File: src/rtl/instr_fetch_unit_if.sv
// rtl/instr_fetch_unit_if.sv - instruction memory and decode handshake bundle for instr_fetch_unit
interface instr_fetch_unit_if;
    logic [7:0]  imem_addr;
    logic [31:0] imem_instr;
    logic        dec_valid;
    logic        dec_ready;
    logic [31:0] dec_instr;
    logic [7:0]  dec_pc;

    modport master (
        output imem_addr,
        input  imem_instr,
        output dec_valid,
        input  dec_ready,
        output dec_instr,
        output dec_pc
    );

    modport slave (
        input  imem_addr,
        output imem_instr,
        input  dec_valid,
        output dec_ready,
        input  dec_instr,
        input  dec_pc
    );
endinterface

File: src/rtl/instr_fetch_unit.sv
// rtl/instr_fetch_unit.sv - PC owner, 1-cycle imem fetch, prefetch queue to decode; FETCH_STATS_EN adds counters
module instr_fetch_unit #(
    parameter int unsigned DEPTH    = 4,
    parameter logic [7:0]  RESET_PC = 8'h00
) (
    input  logic                 clk,
    input  logic                 rst_n,
    input  logic                 fetch_en,
    input  logic                 redirect,
    input  logic [7:0]           redirect_pc,
    instr_fetch_unit_if.master   bus
`ifdef FETCH_STATS_EN
    ,
    output logic [15:0]          fetch_cnt,
    output logic [15:0]          flush_cnt
`endif
);
    localparam int unsigned AW  = $clog2(DEPTH);
    localparam int unsigned CW  = AW + 1;
    localparam int unsigned CSW = CW + 1;

    typedef enum logic {IDLE, RUN} state_t;

    state_t          state_q;
    logic [7:0]      pc_q;
    logic            inflight_q;
    logic [7:0]      inflight_pc_q;
    logic [CW-1:0]   count_q;
    logic [AW-1:0]   wr_ptr_q;
    logic [AW-1:0]   rd_ptr_q;
    logic [31:0]     instr_mem_q [DEPTH];
    logic [7:0]      pc_mem_q    [DEPTH];

    logic [CSW-1:0]  credit;
    logic            issue;
    logic            push;
    logic            pop;
    logic            dec_valid_w;
    logic [CW-1:0]   count_d;

    // Credit covers queued plus in-flight entries, so a captured fetch always has a free slot
    always_comb begin
        credit      = {1'b0, count_q} + {{CW{1'b0}}, inflight_q};
        issue       = (state_q == RUN) && (credit < CSW'(DEPTH)) && !redirect;
        push        = inflight_q && !redirect;
        dec_valid_w = (count_q != '0) && !redirect;
        pop         = dec_valid_w && bus.dec_ready;
        count_d     = count_q;
        if (push && !pop) begin
            count_d = count_q + CW'(1);
        end else if (pop && !push) begin
            count_d = count_q - CW'(1);
        end
    end

    assign bus.imem_addr = pc_q;
    assign bus.dec_valid = dec_valid_w;
    assign bus.dec_instr = instr_mem_q[rd_ptr_q];
    assign bus.dec_pc    = pc_mem_q[rd_ptr_q];

    // Run/idle control: fetch_en alone moves the state, redirect never does
    always_ff @(posedge clk or negedge rst_n) begin
        if (!rst_n) begin
            state_q <= IDLE;
        end else begin
            case (state_q)
                IDLE:    if (fetch_en)  state_q <= RUN;
                RUN:     if (!fetch_en) state_q <= IDLE;
                default: state_q <= IDLE;
            endcase
        end
    end

    // PC, in-flight tracking and queue bookkeeping; redirect flushes everything
    always_ff @(posedge clk or negedge rst_n) begin
        if (!rst_n) begin
            pc_q          <= RESET_PC;
            inflight_q    <= 1'b0;
            inflight_pc_q <= 8'h00;
            count_q       <= '0;
            wr_ptr_q      <= '0;
            rd_ptr_q      <= '0;
        end else if (redirect) begin
            pc_q       <= redirect_pc;
            inflight_q <= 1'b0;
            count_q    <= '0;
            wr_ptr_q   <= '0;
            rd_ptr_q   <= '0;
        end else begin
            inflight_q <= issue;
            if (issue) begin
                inflight_pc_q <= pc_q;
                pc_q          <= pc_q + 8'h01;
            end
            if (push) wr_ptr_q <= wr_ptr_q + AW'(1);
            if (pop)  rd_ptr_q <= rd_ptr_q + AW'(1);
            count_q <= count_d;
        end
    end

    // Queue storage: the instruction returned this cycle belongs to the previously issued PC
    always_ff @(posedge clk or negedge rst_n) begin
        if (!rst_n) begin
            for (int i = 0; i < int'(DEPTH); i++) begin
                instr_mem_q[i] <= 32'h0;
                pc_mem_q[i]    <= 8'h00;
            end
        end else if (push) begin
            instr_mem_q[wr_ptr_q] <= bus.imem_instr;
            pc_mem_q[wr_ptr_q]    <= inflight_pc_q;
        end
    end

`ifdef FETCH_STATS_EN
    logic [15:0] fetch_cnt_q;
    logic [15:0] flush_cnt_q;

    // Delivered-instruction and redirect counters, free-running with natural wrap
    always_ff @(posedge clk or negedge rst_n) begin
        if (!rst_n) begin
            fetch_cnt_q <= 16'h0;
            flush_cnt_q <= 16'h0;
        end else begin
            if (pop)      fetch_cnt_q <= fetch_cnt_q + 16'h1;
            if (redirect) flush_cnt_q <= flush_cnt_q + 16'h1;
        end
    end

    assign fetch_cnt = fetch_cnt_q;
    assign flush_cnt = flush_cnt_q;
`endif
endmodule

File: src/flat_wrapper.sv
// flat-port wrapper written by rule: the top's interface ports become plain ports
module instr_fetch_unit_flat 
#(
    parameter int unsigned DEPTH    = 4,
    parameter logic [7:0]  RESET_PC = 8'h00
)
  (clk, rst_n, fetch_en, redirect, redirect_pc, bus_imem_addr, bus_imem_instr, bus_dec_valid, bus_dec_ready, bus_dec_instr, bus_dec_pc);
  instr_fetch_unit_if bus_i ();
  input  logic clk;
  input  logic rst_n;
  input  logic fetch_en;
  input  logic redirect;
  input  logic [7:0] redirect_pc;
  output wire logic [$bits(bus_i.imem_addr)-1:0] bus_imem_addr;
  input wire logic [$bits(bus_i.imem_instr)-1:0] bus_imem_instr;
  output wire logic [$bits(bus_i.dec_valid)-1:0] bus_dec_valid;
  input wire logic [$bits(bus_i.dec_ready)-1:0] bus_dec_ready;
  output wire logic [$bits(bus_i.dec_instr)-1:0] bus_dec_instr;
  output wire logic [$bits(bus_i.dec_pc)-1:0] bus_dec_pc;
  assign bus_imem_addr = bus_i.imem_addr;
  assign bus_i.imem_instr = bus_imem_instr;
  assign bus_dec_valid = bus_i.dec_valid;
  assign bus_i.dec_ready = bus_dec_ready;
  assign bus_dec_instr = bus_i.dec_instr;
  assign bus_dec_pc = bus_i.dec_pc;
  instr_fetch_unit #(.DEPTH(DEPTH), .RESET_PC(RESET_PC)) u_core (.clk(clk), .rst_n(rst_n), .fetch_en(fetch_en), .redirect(redirect), .redirect_pc(redirect_pc), .bus(bus_i));
endmodule
File: config.mk
export PLATFORM = sky130hd
export DESIGN_NAME = instr_fetch_unit_flat
export DESIGN_NICKNAME = d
export VERILOG_FILES = /design/src/rtl/instr_fetch_unit_if.sv /design/src/rtl/instr_fetch_unit.sv /design/src/flat_wrapper.sv
export SDC_FILE = /design/constraint.sdc
export NUM_CORES = 1
export LEC_CHECK = 0
export BUFFER_PORTS_ARGS = -buffer_cell sky130_fd_sc_hd__buf_2
export CORE_UTILIZATION = 35
export DETAILED_ROUTE_END_ITERATION = 10
export GPL_TIMING_DRIVEN = 1
export PLACE_DENSITY_LB_ADDON = 0.1
export SYNTH_ARGS = -nofsm -noshare
export SYNTH_HDL_FRONTEND = slang
export SYNTH_SLANG_ARGS = --single-unit
File: constraint.sdc
create_clock -name clk -period 3.3 [get_ports clk]
set_input_delay 0.33 -clock clk [delete_from_list [all_inputs] [get_ports clk]]
set_output_delay 0.33 -clock clk [all_outputs]
set_load 0.05 [all_outputs]
==> metrics.txt, run 1 <==
measured slew at the worst slew-check pin 0.9212 ns; Final Cycle Share 77.95%; largest net degree at the start of global routing a little under 100; max_slew headroom 38.59%; syn avg cell area approximately 16 sq um; Initial Util a little over a third; yosys warns 0; Post-CTS Setup Inserts 0; Port Buf Inserts 93; Routed Antenna Nets 0; WL/cell roughly 19 microns; Hold WC Path Type input pin to asynchronous set/reset pin; ant diodes 0; Setup Skew 0.006872 ns; combinational share of power 39.9%; DP Wirelength 11000 microns; vias in the first global route roughly 5100; Inst Count DP 860; initial antenna violation count 0; cell leakage power around 4.5 nW; Worst VDD drop 0.0003595 V; sequential area share after synthesis 56.87%; Clock transition at path regs around 0.070 ns; fill cell count between 2000 and 2500; CP Max Fanout 24; nets@finish 646; initial DRC count 147; Final TNS setup 0 ns; worst hold margin 0.03054 ns; DP Worst Slack 1.058 ns; Non-Filler Instances 892; Synth top area share 56.87%; FF+latch count, synth 185; DRC Markers 0; Area growth syn-to-layout 17.54%; Switching Fraction between 30% and 40%; H-tree depth 4; Post-synth EDFFs 0; die height 154.5 microns; Worst EP arrival 2.24 ns; DIE AREA 23870 sq um; Max-Cap Viols 0; Post-Synthesis Net Count between 500 and 600; synthesized area 8140 sq um; Sequential Power Share 37.5%; Max Clock Freq just under 400 MHz; Yosys cell types 33; CTS buffer count 17; cell row count 55; cell count after synthesis 499; status completed; setup repair after global routing missed its margin no; delay-heaviest family, CP flip-flops; clk_lat worst skew about 0.42 ns; CP Capture Type output pin; grt ovf 0; num ports between 90 and 100; top cells by area, synth dfrtp_1 (57%), mux2_2 (22%), mux4_2 (11%); Sw Pwr 3.634 mW; Setup-failing EPs final 0; share of flip-flops with an asynchronous set or reset 100.0%; internal cell power 5.669 mW; area leader, netlist dfrtp_1; die width about 150 microns; Longest Clk Path Bufs 2; most common cell in the netlist dfrtp_1; Hold Fails Final Rpt 0; DR vias/cell 5.034; critical path required time between 2 and 3 ns; via count between 4000 and 5000; Clock power frac a little under a quarter; Synth Flop Type dfrtp_1; PD cells approximately 970 nW/um^2; drt pass-1 iters 6; global router's overall resource usage 15.66%; Max Slew Vio Count 0; Critical Path, Cell by Cell buf_4, mux4_2, buf_2; clk sinks 185; Crit Path Category flop to output pin; root buf cell clkbuf_16; CP startpoint kind flop; routability-driven placement congestion ratio roughly 0.75; Worst path max stage delay 0.86 ns; WL final 17020 microns; CTS tree yes; slowest CP cell dfrtp_2; synth cell count leaders dfrtp_1 (185), mux2_2 (158), mux4_2 (40); core area 22710 sq um; share of post-route cells with drive strength above 1 56.67%; Worst Path Buf+Inv 2; Final Util a little over two fifths; first-pass GRT wire length ~28000 microns; Min Clock Period, post-route 2.572 ns; final setup margin 0.7277 ns
-- cell type report --
cell class	instances	area (sq um)	share of cell area (%)
tap	285	356.6	3.727
clock inverter	12	165.2	1.726
multi-input combinational	279	3321	34.71
inverter	5	18.77	0.1962
timing repair buffer	107	629.4	6.578
clock buffer	19	442.9	4.629
sequential	185	4634	48.44
-- stage by stage --
stage	instance area [sq um]	total power, mW
6_report	9568	9.304
5_1_grt	9568	9.829
4_1_cts	9568	9.454
3_5_place_dp	8950	7.316
3_3_place_gp	8950	7.227
2_1_floorplan	8140	6.402
-- worst register-to-register path, cell delays in order, from the launching register on --
cell and delay [ns]:
dfrtp_1 0.48, and2b_1 0.29, nand2_2 0.39, buf_12 0.29, mux2_2 0.37
-- layer usage --
metal	track usage, %	routed length, microns	part of all wire (%)
met2	25.25	8261	49
met5	0	0	0
met4	3.442	116	0.68
met3	3.530	530	3.1
met1	21.60	8110	48
-- cells in the final DEF (no fill, tap or decap), types with 2 or more instances in the layout --
cell type	n
nand2_2	5
mux2i_1	2
mux4_2	40
and2_1	2
nand2_1	5
bufinv_16	3
xnor2_1	7
inv_1	5
clkbuf_16	17
mux2_1	13
xor2_1	4
mux2_2	158
nor3_1	2
o21ai_0	6
nor2_1	8
dfrtp_1	183
nand3_1	4
inv_6	5
buf_12	4
nand4_1	3
and4_1	2
and3_1	3
clkinvlp_4	3
ha_1	5
buf_2	92
nor3b_1	2
buf_4	9
-- registers in the layout, indices dropped and copies added (netlist names) --
name,flops
u_core.rd_ptr_q,2
u_core.inflight_q,1
u_core.state_q,1
u_core.pc_mem_q,32
u_core.instr_mem_q,128
u_core.count_q,3
u_core.bus.imem_addr,8
u_core.inflight_pc_q,8
u_core.wr_ptr_q,2
-- power by group through the flow --
stage	Clock (mW)	Combinational [mW]	Sequential (mW)
2_1_floorplan	0	3.08	3.32
3_3_place_gp	0	3.71	3.51
3_5_place_dp	0	3.77	3.55
4_1_cts	2.17	3.78	3.51
5_1_grt	2.27	3.95	3.62
6_report	2.10	3.71	3.49
-- logic make-up after synthesis --
group | Yosys count | synth area share [%]
compound gates | 8 | 0.7225
xor+xnor | 11 | 1.183
fa+ha+maj | 6 | 1.014
buf+inv | 35 | 2.459
flops | 185 | 56.87
mux | 213 | 34.97
simple gates | 41 | 2.782
-- worst paths after layout --
check / from / end / slack [ns] / depth (start not counted)
worst min register to register: u_core.instr_mem_q[9]$_DFFE_PN0P_ / u_core.instr_mem_q[9]$_DFFE_PN0P_ / 0.49 / 1
min in group clk: redirect_pc[7] / u_core.bus.imem_addr[7]$_DFFE_PN0P_ / 0.12 / 3
worst max-delay path: u_core.rd_ptr_q[1]$_DFFE_PN0P_ / bus_dec_instr[10] / 0.73 / 3
worst max register to register: u_core.inflight_q$_DFF_PN0_ / u_core.instr_mem_q[65]$_DFFE_PN0P_ / 1.37 / 4
max in group asynchronous: rst_n / u_core.instr_mem_q[56]$_DFFE_PN0P_ / 2.47 / 2
worst min-delay path: rst_n / u_core.instr_mem_q[71]$_DFFE_PN0P_ / 0.03 / 1
-- timing repair --
item | CTS | global route
resized for setup | 0 | 0
hold buffers | 1 | 0
endpoints found under the hold margin | 1 | 0
Note: power is estimated with default switching activity, not from simulation.
==> run 2, diff against run 1 <==
- clock period: 3.3 -> 2.6 ns (I/O delays scaled with it)
==> run 2 against run 1 <==
Against the previous run: die area unchanged; hold slack better by 0.017 ns; worst setup slack got worse by 0.54 ns; count of clock-buffer cells in the layout down 1; core utilization up 0.31 points; wire length down 1.1%; design area grew 0.75%; highest routed layer unchanged.
==> metrics.txt, run 2 (synthesized netlist as in run 1, its figures left out) <==
status completed (unchanged); Final TNS setup 0 ns (unchanged); die height 154.5 microns (unchanged); wire length on met2 8111 microns (was 8261 microns); Critical Path, Cell by Cell buf_4, mux4_2, buf_2 (unchanged); clk_lat worst skew 0.42 ns (about the same); commonest cells after routing, fill and taps aside dfrtp_1 (183), mux2_2 (158), buf_2 (92) (unchanged); Max Clock Freq 414.0 MHz; clk sinks 185 (unchanged); routability-driven placement congestion ratio 0.7587 (was 0.7455); DR vias/cell 5.095 (was 5.034); critical path required time 2.34 ns (was 2.97 ns); nets@finish 651 (was 646); Min Clock Period, post-route between 2 and 2.5 ns; share of post-route cells with drive strength above 1 57.10% (was 56.67%); biggest regs u_core.instr_mem_q (128), u_core.pc_mem_q (32) (unchanged); global router's overall resource usage 15.27% (was 15.66%); Area growth syn-to-layout 18.41% (was 17.54%); Final Cycle Share 92.91%; drt pass-1 iters 4 (was 6); num ports 94 (unchanged); setup repair after global routing missed its margin no (unchanged); slowest CP cell dfrtp_4 (was dfrtp_2); WL final 16830 microns (was 17020 microns); Worst VDD drop 0.0005296 V (was 0.0003595 V); Top reg by flops u_core.instr_mem_q (unchanged); cell leakage power 4.508 nW (was 4.458 nW); measured slew at the worst slew-check pin 0.7501 ns (was 0.9212 ns); Clock transition at path regs 0.07 ns (about the same); Power Total 11.70 mW (was 9.304 mW); PD cells 1214 nW/um^2 (was 972.4 nW/um^2); CTS tree yes (unchanged); Worst EP arrival 2.16 ns (was 2.24 ns); cell row count 55 (unchanged); Crit Path Category flop to output pin (unchanged); root buf cell clkbuf_16 (unchanged); CP Capture Type output pin (unchanged); ant diodes 0 (unchanged); Initial Util 35.85% (unchanged); die width 154.5 microns (unchanged); grt ovf 0 (unchanged); Port Buf Inserts 93 (unchanged); Max-Cap Viols 0 (unchanged); Max Slew Vio Count 0 (unchanged); max reg flops 128 (unchanged); largest net degree at the start of global routing 78 (was 98); via count 4575 (was 4490); core area 22710 sq um (unchanged); Hold Fails Final Rpt 0 (unchanged); CP startpoint kind flop (unchanged); initial antenna violation count 0 (unchanged); Setup-failing EPs final 0 (unchanged); Setup Skew 0.007470 ns (was 0.006872 ns); CP Max Fanout 18 (was 24); Top Layer Used met4 (unchanged); initial DRC count 164 (was 147); Routed Antenna Nets 0 (unchanged); first-pass GRT wire length 27840 microns (was 28430 microns); fill cell count 2078 (was 2097); Worst path max stage delay 0.70 ns (was 0.86 ns); DP Wirelength 10950 microns (was 11000 microns); worst hold margin 0.04749 ns (was 0.03054 ns); DRC Markers 0 (unchanged); routed wl met3 596 microns (was 530 microns); Longest Clk Path Bufs 2 (unchanged); WL/cell 18.74 microns (was 19.08 microns); H-tree depth 4 (unchanged); commonest non-fill, non-tap cell in the layout dfrtp_1 (unchanged); CTS buffer count 17 (unchanged); DIE AREA 23870 sq um (unchanged); Hold WC Path Type input pin to flop (was input pin to asynchronous set/reset pin); vias in the first global route 5050 (was 5054); wl on met1 7994 microns (was 8110 microns); max_slew headroom 50.00% (was 38.59%)
==> run 2: what timing repair did <==
| action | 4_1_cts | 5_1_grt |
|---|---|---|
| buffers inserted | 0 | 0 |
| hold endpoints to repair | 75 | 0 |
| resized for setup | 0 | 0 |
| hold buffers | 2 | 0 |
==> run 2: area by class of cell <==
cell class	count	area, sq um	area share (%)
flip-flops and latches	185	4634	48.08
multi-input cells	279	3321	34.45
repair buffers	112	732.0	7.593
clock buffers	18	439.2	4.556
well taps	285	356.6	3.699
clock inverters	14	137.6	1.428
inverters	5	18.77	0.1947
==> run 2: final timing paths <==
check / startpoint / endpoint / slack, ns / cells after the start
min: redirect_pc[2] / u_core.bus.imem_addr[2]$_DFFE_PN0P_ / 0.05 / 3
min in group asynchronous: rst_n / u_core.instr_mem_q[33]$_DFFE_PN0P_ / 0.46 / 2
max: u_core.rd_ptr_q[0]$_DFFE_PN0P_ / bus_dec_instr[28] / 0.18 / 3
min reg2reg: u_core.instr_mem_q[47]$_DFFE_PN0P_ / u_core.instr_mem_q[47]$_DFFE_PN0P_ / 0.49 / 1
max in group asynchronous: rst_n / u_core.instr_mem_q[106]$_DFFE_PN0P_ / 1.35 / 3
max reg2reg: u_core.inflight_q$_DFF_PN0_ / u_core.count_q[2]$_DFFE_PN0P_ / 0.65 / 6
==> run 2: stage by stage <==
stage	worst slack, ns	instances	cell area [sq um]	util [%]
after floorplan	0.8569	499	8140	-
after global placement	0.5607	864	9042	39.82
after detailed placement	0.5812	864	9042	39.82
after CTS	0.1130	898	9639	42.45
after global routing	0.06299	898	9639	42.45
final	0.1844	898	9639	42.45
==> run 2: worst max-delay path, delay by kind of cell (launching register included) <==
| kind | cells | cell delay, ns |
|---|---|---|
| multiplexers | 1 | 0.52 |
| flip-flops | 1 | 0.70 |
| buffers and inverters | 2 | 0.51 |
==> run 2: metal layers <==
layer  track usage [%]  vias up
met4             4.102        0
met3             3.895        8
met5                 0        -
li1                  -     2054
met1             20.92     2438
met2             24.11       75
==> run 2: where the power goes <==
group          leakage, nW  internal (mW)  switching (mW)
sequential            2.39           3.77           0.622
combinational         1.83           1.91            2.88
clock                0.284           1.37            1.15
